[src/rtl/cpu_pkg.sv]
// Shared definitions for the accumulator CPU: opcodes, controller states and
// the control-word layout used by the controller, ALU and datapath.
package cpu_pkg;

  typedef enum logic [2:0] {
    HLT = 3'b000,
    SKZ = 3'b001,
    ADD = 3'b010,
    AND = 3'b011,
    XOR = 3'b100,
    LDA = 3'b101,
    STO = 3'b110,
    JMP = 3'b111
  } opcode_e;

  typedef enum logic [3:0] {
    INST_ADDR  = 4'd0,
    INST_FETCH = 4'd1,
    INST_LOAD  = 4'd2,
    IDLE       = 4'd3,
    OP_ADDR    = 4'd4,
    OP_FETCH   = 4'd5,
    ALU_OP     = 4'd6,
    STORE      = 4'd7,
    HALTED     = 4'd8
  } state_e;

  typedef struct packed {
    logic sel;
    logic rd;
    logic ld_ir;
    logic inc_pc;
    logic halt;
    logic ld_pc;
    logic data_e;
    logic ld_ac;
    logic wr;
  } ctrl_t;

  // Opcodes that read an operand from memory and load the accumulator.
  function automatic logic is_aluop(input opcode_e op);
    return (op == ADD) || (op == AND) || (op == XOR) || (op == LDA);
  endfunction

endpackage

[src/rtl/cpu_controller_if.sv]
// Controller <-> datapath bundle: instruction/flag inputs and control strobes.
interface cpu_controller_if;
  logic [2:0] opcode;
  logic       zero;
  logic       sel;
  logic       rd;
  logic       ld_ir;
  logic       inc_pc;
  logic       halt;
  logic       ld_pc;
  logic       data_e;
  logic       ld_ac;
  logic       wr;
  logic [3:0] state;

  modport master (
    input  opcode, zero,
    output sel, rd, ld_ir, inc_pc, halt, ld_pc, data_e, ld_ac, wr, state
  );

  modport slave (
    output opcode, zero,
    input  sel, rd, ld_ir, inc_pc, halt, ld_pc, data_e, ld_ac, wr, state
  );
endinterface

[src/rtl/cpu_controller.sv]
// Eight-phase instruction sequencer for the accumulator CPU. One state register;
// control strobes are a combinational Moore decode of state plus opcode/zero.
module cpu_controller
  import cpu_pkg::*;
#(
  parameter bit HALT_STICKY = 1'b1
) (
  input  logic           clk,
  input  logic           rst_n,
  cpu_controller_if.master bus
);

  state_e  state_q;
  state_e  state_d;
  opcode_e op;
  ctrl_t   ctrl;

  assign op = opcode_e'(bus.opcode);

  always_ff @(posedge clk) begin
    if (!rst_n) state_q <= INST_ADDR;
    else        state_q <= state_d;
  end

  always_comb begin
    state_d = INST_ADDR;
    case (state_q)
      INST_ADDR:  state_d = INST_FETCH;
      INST_FETCH: state_d = INST_LOAD;
      INST_LOAD:  state_d = IDLE;
      IDLE:       state_d = OP_ADDR;
      OP_ADDR:    state_d = (op == HLT) ? HALTED : OP_FETCH;
      OP_FETCH:   state_d = ALU_OP;
      ALU_OP:     state_d = STORE;
      STORE:      state_d = INST_ADDR;
      HALTED:     state_d = HALT_STICKY ? HALTED : INST_ADDR;
      default:    state_d = INST_ADDR;
    endcase
  end

  // While reset is held the outputs already show INST_ADDR, so a reset that
  // lands mid-instruction cannot leak a write or accumulator load.
  always_comb begin
    ctrl = '0;
    if (!rst_n) begin
      ctrl.sel = 1'b1;
    end else begin
      case (state_q)
        INST_ADDR: ctrl.sel = 1'b1;
        INST_FETCH: begin
          ctrl.sel = 1'b1;
          ctrl.rd  = 1'b1;
        end
        INST_LOAD, IDLE: begin
          ctrl.sel   = 1'b1;
          ctrl.rd    = 1'b1;
          ctrl.ld_ir = 1'b1;
        end
        OP_ADDR: begin
          ctrl.inc_pc = 1'b1;
          ctrl.halt   = (op == HLT);
        end
        OP_FETCH: ctrl.rd = is_aluop(op);
        ALU_OP: begin
          ctrl.rd     = is_aluop(op);
          ctrl.ld_ac  = is_aluop(op);
          ctrl.inc_pc = (op == SKZ) && bus.zero;
          ctrl.ld_pc  = (op == JMP);
          ctrl.data_e = (op == STO);
        end
        STORE: begin
          ctrl.rd     = is_aluop(op);
          ctrl.ld_ac  = is_aluop(op);
          ctrl.inc_pc = (op == JMP);
          ctrl.ld_pc  = (op == JMP);
          ctrl.data_e = (op == STO);
          ctrl.wr     = (op == STO);
        end
        HALTED: ctrl.halt = 1'b1;
        default: ctrl = '0;
      endcase
    end
  end

  assign bus.sel    = ctrl.sel;
  assign bus.rd     = ctrl.rd;
  assign bus.ld_ir  = ctrl.ld_ir;
  assign bus.inc_pc = ctrl.inc_pc;
  assign bus.halt   = ctrl.halt;
  assign bus.ld_pc  = ctrl.ld_pc;
  assign bus.data_e = ctrl.data_e;
  assign bus.ld_ac  = ctrl.ld_ac;
  assign bus.wr     = ctrl.wr;
  assign bus.state  = rst_n ? state_q : INST_ADDR;

endmodule

[src/flat_wrapper.sv]
// flat-port wrapper written by rule: the top's interface ports become plain ports
module cpu_controller_flat import cpu_pkg::*;
#(
  parameter bit HALT_STICKY = 1'b1
)
  (clk, rst_n, bus_opcode, bus_zero, bus_sel, bus_rd, bus_ld_ir, bus_inc_pc, bus_halt, bus_ld_pc, bus_data_e, bus_ld_ac, bus_wr, bus_state);
  cpu_controller_if bus_i ();
  input  logic clk;
  input  logic rst_n;
  input wire logic [$bits(bus_i.opcode)-1:0] bus_opcode;
  input wire logic [$bits(bus_i.zero)-1:0] bus_zero;
  output wire logic [$bits(bus_i.sel)-1:0] bus_sel;
  output wire logic [$bits(bus_i.rd)-1:0] bus_rd;
  output wire logic [$bits(bus_i.ld_ir)-1:0] bus_ld_ir;
  output wire logic [$bits(bus_i.inc_pc)-1:0] bus_inc_pc;
  output wire logic [$bits(bus_i.halt)-1:0] bus_halt;
  output wire logic [$bits(bus_i.ld_pc)-1:0] bus_ld_pc;
  output wire logic [$bits(bus_i.data_e)-1:0] bus_data_e;
  output wire logic [$bits(bus_i.ld_ac)-1:0] bus_ld_ac;
  output wire logic [$bits(bus_i.wr)-1:0] bus_wr;
  output wire logic [$bits(bus_i.state)-1:0] bus_state;
  assign bus_i.opcode = bus_opcode;
  assign bus_i.zero = bus_zero;
  assign bus_sel = bus_i.sel;
  assign bus_rd = bus_i.rd;
  assign bus_ld_ir = bus_i.ld_ir;
  assign bus_inc_pc = bus_i.inc_pc;
  assign bus_halt = bus_i.halt;
  assign bus_ld_pc = bus_i.ld_pc;
  assign bus_data_e = bus_i.data_e;
  assign bus_ld_ac = bus_i.ld_ac;
  assign bus_wr = bus_i.wr;
  assign bus_state = bus_i.state;
  cpu_controller #(.HALT_STICKY(HALT_STICKY)) u_core (.clk(clk), .rst_n(rst_n), .bus(bus_i));
endmodule
[config.mk]
export PLATFORM = sky130hd
export DESIGN_NAME = cpu_controller_flat
export DESIGN_NICKNAME = d
export VERILOG_FILES = /design/src/rtl/cpu_pkg.sv /design/src/rtl/cpu_controller_if.sv /design/src/rtl/cpu_controller.sv /design/src/flat_wrapper.sv
export SDC_FILE = /design/constraint.sdc
export NUM_CORES = 1
export LEC_CHECK = 0
export BUFFER_PORTS_ARGS = -buffer_cell sky130_fd_sc_hd__buf_2
export CELL_PAD_IN_SITES_DETAIL_PLACEMENT = 2
export CELL_PAD_IN_SITES_GLOBAL_PLACEMENT = 2
export CORE_MARGIN = 2
export CORE_UTILIZATION = 23
export CTS_BUF_LIST = sky130_fd_sc_hd__clkbuf_2
export DETAILED_ROUTE_END_ITERATION = 8
export HOLD_SLACK_MARGIN = 0.03
export PLACE_DENSITY_LB_ADDON = 0.1
export SYNTH_ARGS = -nofsm -noshare
export SYNTH_HDL_FRONTEND = slang
export SYNTH_SLANG_ARGS = --single-unit
[constraint.sdc]
create_clock -name clk -period 2 [get_ports clk]
set_input_delay 0.4 -clock clk [delete_from_list [all_inputs] [get_ports clk]]
set_output_delay 0.4 -clock clk [all_outputs]
set_load 0.1 [all_outputs]
==> flow_results.xml <==
<?xml version="1.0" encoding="UTF-8"?>
<metrics>
  <group name="critical_path">
    <metric name="critPathMaxFanout" unit="">7</metric>
    <metric name="worstPathArrival" unit="ns">1.48</metric>
    <metric name="timing.critical_path.required" unit="ns">1.60</metric>
    <metric name="criticalPathCategory" unit="">flop to output pin</metric>
    <metric name="critPathLaunchType" unit="">flop</metric>
    <metric name="timing.reg2reg.setup_slack" unit="ns">0.91</metric>
    <metric name="worst-r2r-cell-count" unit="">4</metric>
    <metric name="cp-end-kind" unit="">output pin</metric>
  </group>
  <group name="clock_network">
    <metric name="cts_root_buffer" unit="">sky130_fd_sc_hd__clkbuf_2</metric>
    <metric name="cts_inserted_buffers" unit="">3</metric>
    <metric name="clock-sinks" unit="">4</metric>
    <metric name="cts_htree_levels" unit="">1</metric>
    <metric name="cts_tree" unit="">yes</metric>
    <metric name="clkLatencyLatePin" unit="ns">0.21</metric>
    <metric name="cts_hold_repair.buffers" unit="">0</metric>
    <metric name="clk_pin_slew_worst_paths" unit="ns">0.05</metric>
    <metric name="clock_tree.buffer_depth" unit="">2</metric>
  </group>
  <group name="pwr">
    <metric name="total_leakage_power" unit="uW">0.000258</metric>
    <metric name="design_power_total" unit="uW">327</metric>
    <metric name="power_frac_clock" unit="%">23.8</metric>
    <metric name="power_frac_comb" unit="%">47.7</metric>
    <metric name="power.net_switching" unit="uW">152</metric>
    <metric name="irDropWorstVdd" unit="uV">329</metric>
    <metric name="power_frac_seq" unit="%">28.5</metric>
    <metric name="cell_internal_pwr" unit="uW">175</metric>
    <metric name="power_per_cell_area" unit="nW/um^2">508</metric>
    <metric name="power.share.switching" unit="%">46.6</metric>
  </group>
  <group name="synth">
    <metric name="synth.avg_cell_area" unit="um^2">7.51</metric>
    <metric name="netlist_instances" unit="">44</metric>
    <metric name="synth.yosys.warnings" unit="">0</metric>
    <metric name="syn-cell-area" unit="um^2">330</metric>
    <metric name="synth_sequential_area_ratio" unit="%">24.2</metric>
    <metric name="synth.lib_cells_used.distinct" unit="">24</metric>
    <metric name="ys_ff_latch" unit="">4</metric>
    <metric name="synth.net_count" unit="">50</metric>
  </group>
  <group name="cells_and_area">
    <metric name="top_library_cells_by_usage_in_the_layout_fill_and_taps_aside" unit="">10 x sky130_fd_sc_hd__buf_2, 8 x sky130_fd_sc_hd__buf_12, 5 x sky130_fd_sc_hd__nor2_1</metric>
    <metric name="largest_register_ffs" unit="">4</metric>
    <metric name="top_registers" unit="">u_core.state_q: 4 flops</metric>
    <metric name="area_delta_synth_final" unit="%">94.7</metric>
    <metric name="largest_register" unit="">u_core.state_q</metric>
    <metric name="drive_gt1_share" unit="%">60.0</metric>
    <metric name="mostFrequentLayoutCell" unit="">sky130_fd_sc_hd__buf_2</metric>
    <metric name="antenna-diode-count" unit="">0</metric>
    <metric name="nets" unit="">73</metric>
  </group>
  <group name="timing">
    <metric name="period_minus_slack" unit="ns">1.88</metric>
    <metric name="hold_viol" unit="">0</metric>
    <metric name="worst_hold_slack" unit="ns">0.553</metric>
    <metric name="setup_tns" unit="ns">0</metric>
    <metric name="fin_skew" unit="ns">0.00268</metric>
    <metric name="max_freq" unit="MHz">531</metric>
    <metric name="period_share" unit="%">94.1</metric>
    <metric name="setup_viol" unit="">0</metric>
    <metric name="maxSlewHeadroom" unit="%">67.9</metric>
    <metric name="setup_repair_after_global_routing_missed_its_margin" unit="">no</metric>
    <metric name="slew_violations" unit="">0</metric>
    <metric name="tightestPinTransition" unit="ns">0.485</metric>
  </group>
  <group name="place">
    <metric name="detailed_place_hpwl" unit="um">948</metric>
    <metric name="portBuffers" unit="">18</metric>
    <metric name="gp_congestion" unit="">0.662</metric>
  </group>
  <group name="global_route">
    <metric name="overflow" unit="">0</metric>
    <metric name="grt_start_max_net_pins" unit="">10</metric>
    <metric name="grt_pass1_vias" unit="">421</metric>
    <metric name="wire_length_of_the_first_global_routing_pass" unit="um">2100</metric>
    <metric name="grt_antenna_before_repair" unit="">0</metric>
    <metric name="grt.total_usage" unit="%">16.5</metric>
  </group>
  <group name="route">
    <metric name="viasPerCell" unit="">4.93</metric>
    <metric name="wl_per_cell" unit="um">15.9</metric>
    <metric name="postRouteWirelength" unit="um">1270</metric>
    <metric name="dr_total_vias" unit="">394</metric>
    <metric name="detail-route-antenna-nets" unit="">0</metric>
    <metric name="number_of_drc_violations_after_detailed_routing" unit="">0</metric>
    <metric name="drt_first_pass_iters" unit="">1</metric>
    <metric name="detail_route.iter0.violations" unit="">0</metric>
  </group>
  <group name="die">
    <metric name="core-area" unit="um^2">1320</metric>
    <metric name="top_level_ports" unit="">19</metric>
    <metric name="chipWidth" unit="um">41.9</metric>
    <metric name="die_h" unit="um">41.9</metric>
    <metric name="floorplan.initialDensity" unit="%">25.1</metric>
    <metric name="placementRows" unit="">13</metric>
    <metric name="die_area" unit="um^2">1760</metric>
  </group>
  <group name="min_path">
    <metric name="holdPathStages" unit="">3</metric>
    <metric name="timing.hold.worst.class" unit="">input port to flop</metric>
  </group>
  <group name="outcome">
    <metric name="outcome" unit="">completed</metric>
  </group>
  <group name="run">
    <metric name="max_cap_viol_count" unit="">0</metric>
  </group>
</metrics>
## cells in the mapped netlist
cell type	n	area, um^2
sky130_fd_sc_hd__nor2_1	7	26.3
sky130_fd_sc_hd__and2_1	5	31.3
sky130_fd_sc_hd__dfxtp_1	4	80.1
sky130_fd_sc_hd__buf_2	3	15.0
sky130_fd_sc_hd__nand2_1	3	11.3
sky130_fd_sc_hd__nor3_1	3	15.0
sky130_fd_sc_hd__xnor2_1	2	17.5
sky130_fd_sc_hd__a211oi_1	1	7.51
sky130_fd_sc_hd__a21oi_1	1	5.00
sky130_fd_sc_hd__and4_1	1	8.76
sky130_fd_sc_hd__inv_1	1	3.75
sky130_fd_sc_hd__mux2i_1	1	10.0
sky130_fd_sc_hd__nand2b_1	1	6.26
sky130_fd_sc_hd__nand3b_1	1	7.51
sky130_fd_sc_hd__nand4b_1	1	8.76
sky130_fd_sc_hd__nor3_2	1	10.0
sky130_fd_sc_hd__nor3b_1	1	7.51
sky130_fd_sc_hd__nor3b_2	1	12.5
sky130_fd_sc_hd__nor4_1	1	6.26
sky130_fd_sc_hd__nor4b_1	1	8.76
sky130_fd_sc_hd__o21ai_1	1	5.00
sky130_fd_sc_hd__or2_2	1	6.26
sky130_fd_sc_hd__or3_4	1	11.3
sky130_fd_sc_hd__xor2_1	1	8.76
## worst max-delay path, cell delays in order, from the launching register on
cell,delay [ns]
sky130_fd_sc_hd__dfxtp_2,0.36
sky130_fd_sc_hd__nand4b_1,0.29
sky130_fd_sc_hd__buf_4,0.21
sky130_fd_sc_hd__nor3_2,0.20
sky130_fd_sc_hd__buf_12,0.21
## timing repair
item	in CTS	in global routing
endpoints found under the setup margin	0	2
gates resized for setup	0	1
buffers inserted	0	1
## power by group through the flow
stage / clock network [uW] / logic (uW) / registers (uW)
global route: 88.7 / 164 / 94.4
CTS: 82.2 / 156 / 93.4
finish: 77.8 / 156 / 93.2
detailed placement: 0 / 154 / 94.8
global placement: 0 / 152 / 94.5
floorplan: 0 / 116 / 88.5
## stage by stage
stage          util, %  std cells  worst slack [ns]  area [um^2]
2_1_floorplan        -         44            -0.392          394
3_3_place_gp      46.6         76             0.175          614
3_5_place_dp      46.6         76             0.127          614
4_1_cts           47.8         79            0.0157          629
5_1_grt           48.8         80            0.0310          643
6_report          48.8         80             0.118          643
## cells by family after synthesis
group	after synthesis	share of synthesized area (%)
flops	4	24.2
buf+inv	4	5.68
compound gates	3	5.30
xor+xnor	3	7.96
mux	1	3.03
simple gates	29	53.8
## layer usage
| metal | vias up | track usage (%) | routed length (um) |
|---|---|---|---|
| met5 | - | 0 | 0 |
| met4 | 0 | 1.94 | 8 |
| met3 | 2 | 6.52 | 124 |
| met2 | 22 | 26.9 | 604 |
| met1 | 178 | 20.9 | 531 |
| li1 | 192 | - | - |
## cell type report
| cell class | instances | area, um^2 |
|---|---|---|
| Tap cell | 15 | 18.8 |
| Sequential cell | 4 | 82.6 |
| Multi-Input combinational cell | 36 | 290 |
| Timing Repair Buffer | 21 | 233 |
| Clock buffer | 3 | 15.0 |
| Inverter | 1 | 3.75 |
| Fill cell | 139 | 674 |
## worst paths after layout
path                     start                 to
max          u_core.state_q[3]          bus_ld_pc
min                      rst_n  u_core.state_q[3]
max reg2reg  u_core.state_q[1]  u_core.state_q[2]
min reg2reg  u_core.state_q[3]  u_core.state_q[3]
Note: power is estimated with default switching activity, not from simulation.
